### config.mk
export PLATFORM = sky130hd
export DESIGN_NAME = pc_fetch_unit
export DESIGN_NICKNAME = d
export VERILOG_FILES = /design/src/rtl/pc_fetch_unit_pkg.sv /design/src/rtl/pc_fetch_unit_next_pc_mux.sv /design/src/rtl/pc_fetch_unit.sv
export SDC_FILE = /design/constraint.sdc
export NUM_CORES = 1
export LEC_CHECK = 0
export ABC_CLOCK_PERIOD_IN_PS = 4350
export CAP_MARGIN = 10
export CORE_ASPECT_RATIO = 1.25
export CORE_UTILIZATION = 45
export CTS_CLUSTER_DIAMETER = 60
export DETAILED_ROUTE_END_ITERATION = 7
export GPL_ROUTABILITY_DRIVEN = 0
export PLACE_DENSITY = 0.75
export REMOVE_ABC_BUFFERS = 1
export SLEW_MARGIN = 20
export SYNTH_ARGS = -nofsm -noshare
export SYNTH_HDL_FRONTEND = slang
export SYNTH_SLANG_ARGS = --single-unit
### constraint.sdc
create_clock -name clk -period 4.35 [get_ports clk]
set_clock_uncertainty 0.1 [all_clocks]
set_input_delay 0.87 -clock clk [delete_from_list [all_inputs] [get_ports clk]]
set_output_delay 0.87 -clock clk [all_outputs]
set_load 0.1 [all_outputs]
### src/rtl/pc_fetch_unit_pkg.sv
// pc_fetch_unit_pkg: next-PC select codes, shared opcodes and fetch FSM states
package pc_fetch_unit_pkg;
  localparam logic [1:0] PCSEL_SEQ  = 2'b00;
  localparam logic [1:0] PCSEL_BR   = 2'b01;
  localparam logic [1:0] PCSEL_JALR = 2'b10;
  localparam logic [1:0] PCSEL_RST  = 2'b11;
  localparam logic [6:0] OP_LOAD   = 7'h03;
  localparam logic [6:0] OP_IMM    = 7'h13;
  localparam logic [6:0] OP_AUIPC  = 7'h17;
  localparam logic [6:0] OP_STORE  = 7'h23;
  localparam logic [6:0] OP_REG    = 7'h33;
  localparam logic [6:0] OP_LUI    = 7'h37;
  localparam logic [6:0] OP_BRANCH = 7'h63;
  localparam logic [6:0] OP_JALR   = 7'h67;
  localparam logic [6:0] OP_JAL    = 7'h6F;
  typedef enum logic [1:0] {IDLE, FETCH, DONE} fetch_state_t;
endpackage

### src/rtl/pc_fetch_unit_next_pc_mux.sv
// pc_fetch_unit_next_pc_mux: next-PC target and alignment check (MISALIGN_CHECK_EN flags instead of masking)
module pc_fetch_unit_next_pc_mux
  import pc_fetch_unit_pkg::*;
#(
  parameter int XLEN = 32,
  parameter logic [XLEN-1:0] RESET_VECTOR = '0
) (
  input  logic [XLEN-1:0] pc,
  input  logic [XLEN-1:0] imm,
  input  logic [XLEN-1:0] rs1_data,
  input  logic [1:0]      sel,
  output logic [XLEN-1:0] target,
  output logic            misalign
);
  logic [XLEN-1:0] raw;
  always_comb begin
    raw = sel == PCSEL_SEQ  ? pc + XLEN'(4) :
          sel == PCSEL_BR   ? pc + imm :
          sel == PCSEL_JALR ? (rs1_data + imm) & ~XLEN'(1) :
                              RESET_VECTOR;
  end
`ifdef MISALIGN_CHECK_EN
  assign target   = raw;
  assign misalign = |raw[1:0];
`else
  assign target   = raw & ~XLEN'(3);
  assign misalign = 1'b0;
`endif
endmodule

### src/rtl/pc_fetch_unit.sv
// pc_fetch_unit: PC, next-PC selection, req/ack instruction fetch and IR (MISALIGN_CHECK_EN enables misalign_err)
module pc_fetch_unit
  import pc_fetch_unit_pkg::*;
#(
  parameter int XLEN = 32,
  parameter logic [XLEN-1:0] RESET_VECTOR = '0
) (
  input  logic            clk,
  input  logic            rst,
  input  logic            enPC,
  input  logic            PCsel1,
  input  logic            PCsel0,
  input  logic [XLEN-1:0] imm,
  input  logic [XLEN-1:0] rs1_data,
  output logic            imem_req,
  output logic [XLEN-1:0] imem_addr,
  input  logic            imem_ack,
  input  logic [31:0]     imem_rdata,
  output logic [XLEN-1:0] pc,
  output logic [XLEN-1:0] pc_plus4,
  output logic [31:0]     instr,
  output logic            instr_valid,
  output logic [6:0]      opcode,
  output logic [2:0]      lorbtype,
  output logic [3:0]      alu_action,
  output logic            misalign_err
);
  fetch_state_t state, state_nx;
  logic [XLEN-1:0] target, req_addr;
  logic misalign, upd, redirect;
  pc_fetch_unit_next_pc_mux #(.XLEN(XLEN), .RESET_VECTOR(RESET_VECTOR)) u_mux (
    .pc(pc), .imm(imm), .rs1_data(rs1_data), .sel({PCsel1, PCsel0}),
    .target(target), .misalign(misalign)
  );
  assign upd = enPC & ~misalign;
  always_comb begin
    state_nx = state;
    if (state != FETCH)
      state_nx = upd ? FETCH : state;
    else
      state_nx = (imem_ack && !redirect && !upd) ? DONE : FETCH;
  end
  // req_addr freezes the in-flight request address across a redirect until its ack
  always_ff @(posedge clk or posedge rst) begin
    if (rst) begin
      state        <= IDLE;
      pc           <= RESET_VECTOR;
      req_addr     <= RESET_VECTOR;
      instr        <= '0;
      instr_valid  <= 1'b0;
      redirect     <= 1'b0;
      misalign_err <= 1'b0;
    end else begin
      state <= state_nx;
      if (enPC && misalign) misalign_err <= 1'b1;
      if (upd) pc <= target;
      if (state == FETCH) begin
        if (imem_ack) begin
          redirect <= 1'b0;
          req_addr <= upd ? target : pc;
          if (!redirect && !upd) begin
            instr       <= imem_rdata;
            instr_valid <= 1'b1;
          end
        end else if (upd) begin
          redirect <= 1'b1;
        end
      end else if (upd) begin
        req_addr    <= target;
        instr       <= '0;
        instr_valid <= 1'b0;
        redirect    <= 1'b0;
      end
    end
  end
  assign imem_req   = state == FETCH;
  assign imem_addr  = req_addr;
  assign pc_plus4   = pc + XLEN'(4);
  assign opcode     = instr[6:0];
  assign lorbtype   = instr[14:12];
  assign alu_action = {instr[30], instr[14:12]};
endmodule
==> flow_metrics.py <==
metrics = {
    "global_route": {
        "grt_max_degree": 68,
        "grt_pass1_vias": 7727,
        "gr-total-overflow": 0,
        "antenna_found_initial": 3,
        "grt.total_usage_pct": 28.9,
        "grt_pass1_wl_mm": 40.3,
    },
    "clock_tree": {
        "post_cts.repair.setup_buffers": 0,
        "ctsHoldBuffers": 0,
        "cts_sinks": 100,
        "htreeDepth": 3,
        "cts-root-buf": "clkbuf_16",
        "clock_latency_ns": 0.36,
        "cts_max_path_buffers": 2,
        "cts_buffers": 9,
        "path_clk_slew_ns": 0.08,
        "ctsResizeCount": 0,
        "cts_tree": "done",
    },
    "yosys": {
        "async_reset_ff_share_pct": 100,
        "yosysTopAreaCellShare_pct": 31.9,
        "avgSynthCellArea_um2": 8.49,
        "synth_edf_count": 0,
        "synthTopCellsByArea": "dfrtp_1 (32%), ha_1 (9.7%), a21oi_1 (6.2%)",
        "netlist_instances": 923,
        "ys_seq_elements": 100,
        "yosysMostFrequentCell": "nand2_1",
        "synthFlopType": "dfrtp_1",
        "syn-cell-area_um2": 7830,
        "synthDistinctLibCells": 78,
        "yosysWarningCount": 0,
        "yosysSeqAreaShare_pct": 31.9,
        "synth.largest_area_cell": "dfrtp_1",
        "synth_common_cells": "nand2_1 (106), dfrtp_1 (100), a21oi_1 (97), nor2_1 (71), ha_1 (61)",
    },
    "timing": {
        "max_slew.worst_pin.slew_ns": 1.04,
        "rsz0062_at_grt": "false",
        "tns_ns": 0,
        "slew-limit-headroom_pct": 30.2,
        "slew_viol_final": 0,
        "final_hold_viol_count": 0,
        "min_period_over_period_pct": 91.6,
        "max_freq_ghz": 0.251,
        "finalSetupViolCount": 0,
        "fin_crit_ns": 3.99,
    },
    "worst_hold_path": {
        "hold_path_class": "register to register",
        "worstHoldEndpoint": "instr_valid$_DFFE_PP0P_",
        "hold_path.startpoint": "instr_valid$_DFFE_PP0P_",
        "hold_path_depth": 1,
    },
    "floorplan": {
        "die_area_um2": 17900,
        "initial_core_util_pct": 46.3,
        "die_w_um": 120,
        "io_pins": 247,
        "core_area_um2": 16900,
        "fp-row-count": 53,
        "die-height_um": 150,
    },
    "power_and_ir_drop": {
        "peakVddDrop_mv": 0.519,
        "power_uw": 8050,
        "p_leak_uw": 0.00456,
        "power.density_nw_per_um2": 750,
    },
    "detailed_routing": {
        "drt-initial-drc-count": 461,
        "via_per_inst": 5.85,
        "vias": 8009,
        "routed_wl_mm": 26.1,
        "dr.pass1.iters": 5,
        "wire_per_inst_um": 19.1,
        "drcViolationCount": 0,
        "ant_nets": 0,
    },
    "placement": {
        "placed_cell_area_um2": 10400,
        "dp_hpwl_mm": 19.9,
        "port_buffers": 245,
        "placed_cells": 1350,
    },
    "setup_path": {
        "r2r_slack_ns": 1.14,
        "worstPathMaxFanout": 7,
        "rr_endpoint": "pc[27]$_DFF_PP0_",
        "cp_data_required_time_ns": 3.38,
        "critPathArrivalTime_ns": 3.02,
        "startpoint_type": "register",
        "crit_path_end_kind": "output port",
        "path_class": "register to output port",
        "r2r_cells": 10,
        "r2r-start": "pc[12]$_DFF_PP0_",
    },
    "job": {
        "cap_violations": 0,
    },
    "cells_and_area": {
        "areaGrowthSynthToFinish_pct": 36.9,
        "fin_area_um2": 10700,
        "finish.net_count": 1304,
        "seqCellArea_um2": 2500,
        "drive_above_1_share_pct": 8.46,
        "fillers": 1483,
        "final_cells": 1368,
        "multi_input_area_um2": 4980,
    },
    "outcome": {
        "status": "finished, final reports clean",
    },
}
-- area by class of cell --
cell class | count | share of cell area (%)
Antenna cell | 2 | 0.0467
Clock buffer | 9 | 2.10
Clock inverter | 7 | 0.712
Inverter | 21 | 0.758
Multi-Input combinational cell | 746 | 46.5
Sequential cell | 100 | 23.3
Tap cell | 220 | 2.57
Timing Repair Buffer | 263 | 24.0
-- where the power goes --
group	leakage (uW)	switching, uW	internal, uW
clock network	0.000149	418	410
logic	0.00318	4290	1400
registers	0.00123	301	1230
total	0.00456	5010	3040
-- worst max-delay path, stage by stage (launching register included) --
cell and delay, ns:
dfrtp_1 0.51, and4_1 0.38, or3b_4 0.48, nor3_4 0.43, nand4_1 0.17, xnor2_1 0.32
buf_4 0.36
-- how the worst max path moves through the flow --
stage               cells past startpoint                    to  slack (ns)                 start
floorplan                               5  instr[0]$_DFFE_PP0P_       -0.77  state[1]$_DFFE_PP0P_
global placement                       11      pc[27]$_DFF_PP0_        0.38               imm[16]
detailed placement                     11      pc[27]$_DFF_PP0_        0.32               imm[12]
CTS                                     8          pc_plus4[31]        0.38       pc[9]$_DFF_PP0_
global route                           10          pc_plus4[24]        0.20       pc[2]$_DFF_PP0_
finish                                  6          pc_plus4[29]        0.36       pc[9]$_DFF_PP0_
-- metrics by stage --
step	worst slack (ns)	hold WS, ns	util, %
final	0.364	0.386	63.4
after floorplan	-0.775	0.345	-
after global routing	0.201	0.412	63.4
after global placement	0.380	0.356	61.6
after CTS	0.380	0.388	63.4
after detailed placement	0.323	0.370	61.6
-- state kept, by name (all words and copies together) (netlist names) --
name / count
imem_addr: 32
instr: 32
state: 2
pc: 32
instr_valid: 1
redirect: 1
-- cell usage in the layout, fill, tap and decap left out, types with 17 or more instances in the layout --
cell             instances
and3_1                  17
nand2_1                106
o22ai_1                 27
xnor2_1                 45
dfrtp_1                100
nand3_1                 21
a21oi_1                 97
nor2_1                  70
ha_1                    61
o21ai_0                 51
xor2_1                  32
a21o_1                  27
inv_1                   17
clkdlybuf4s50_1        217
buf_4                   40
-- cells by family after synthesis --
| logic type | synth area share (%) |
|---|---|
| compound gates | 26.6 |
| xor+xnor | 8.61 |
| simple gates | 16.7 |
| flops | 31.9 |
| mux | 1.85 |
| fa+ha+maj | 9.74 |
| other cells | 0.0479 |
| buf+inv | 4.52 |
-- metal layers --
metal | wire (um) | GRT usage [%] | vias to the layer above
met3 | 1950 | 6.21 | 74
li1 | - | - | 3803
met1 | 10400 | 35.0 | 3813
met5 | 0 | 0 | -
met2 | 12700 | 48.6 | 319
met4 | 1010 | 13.8 | 0
(Power assumes the default switching activity.)
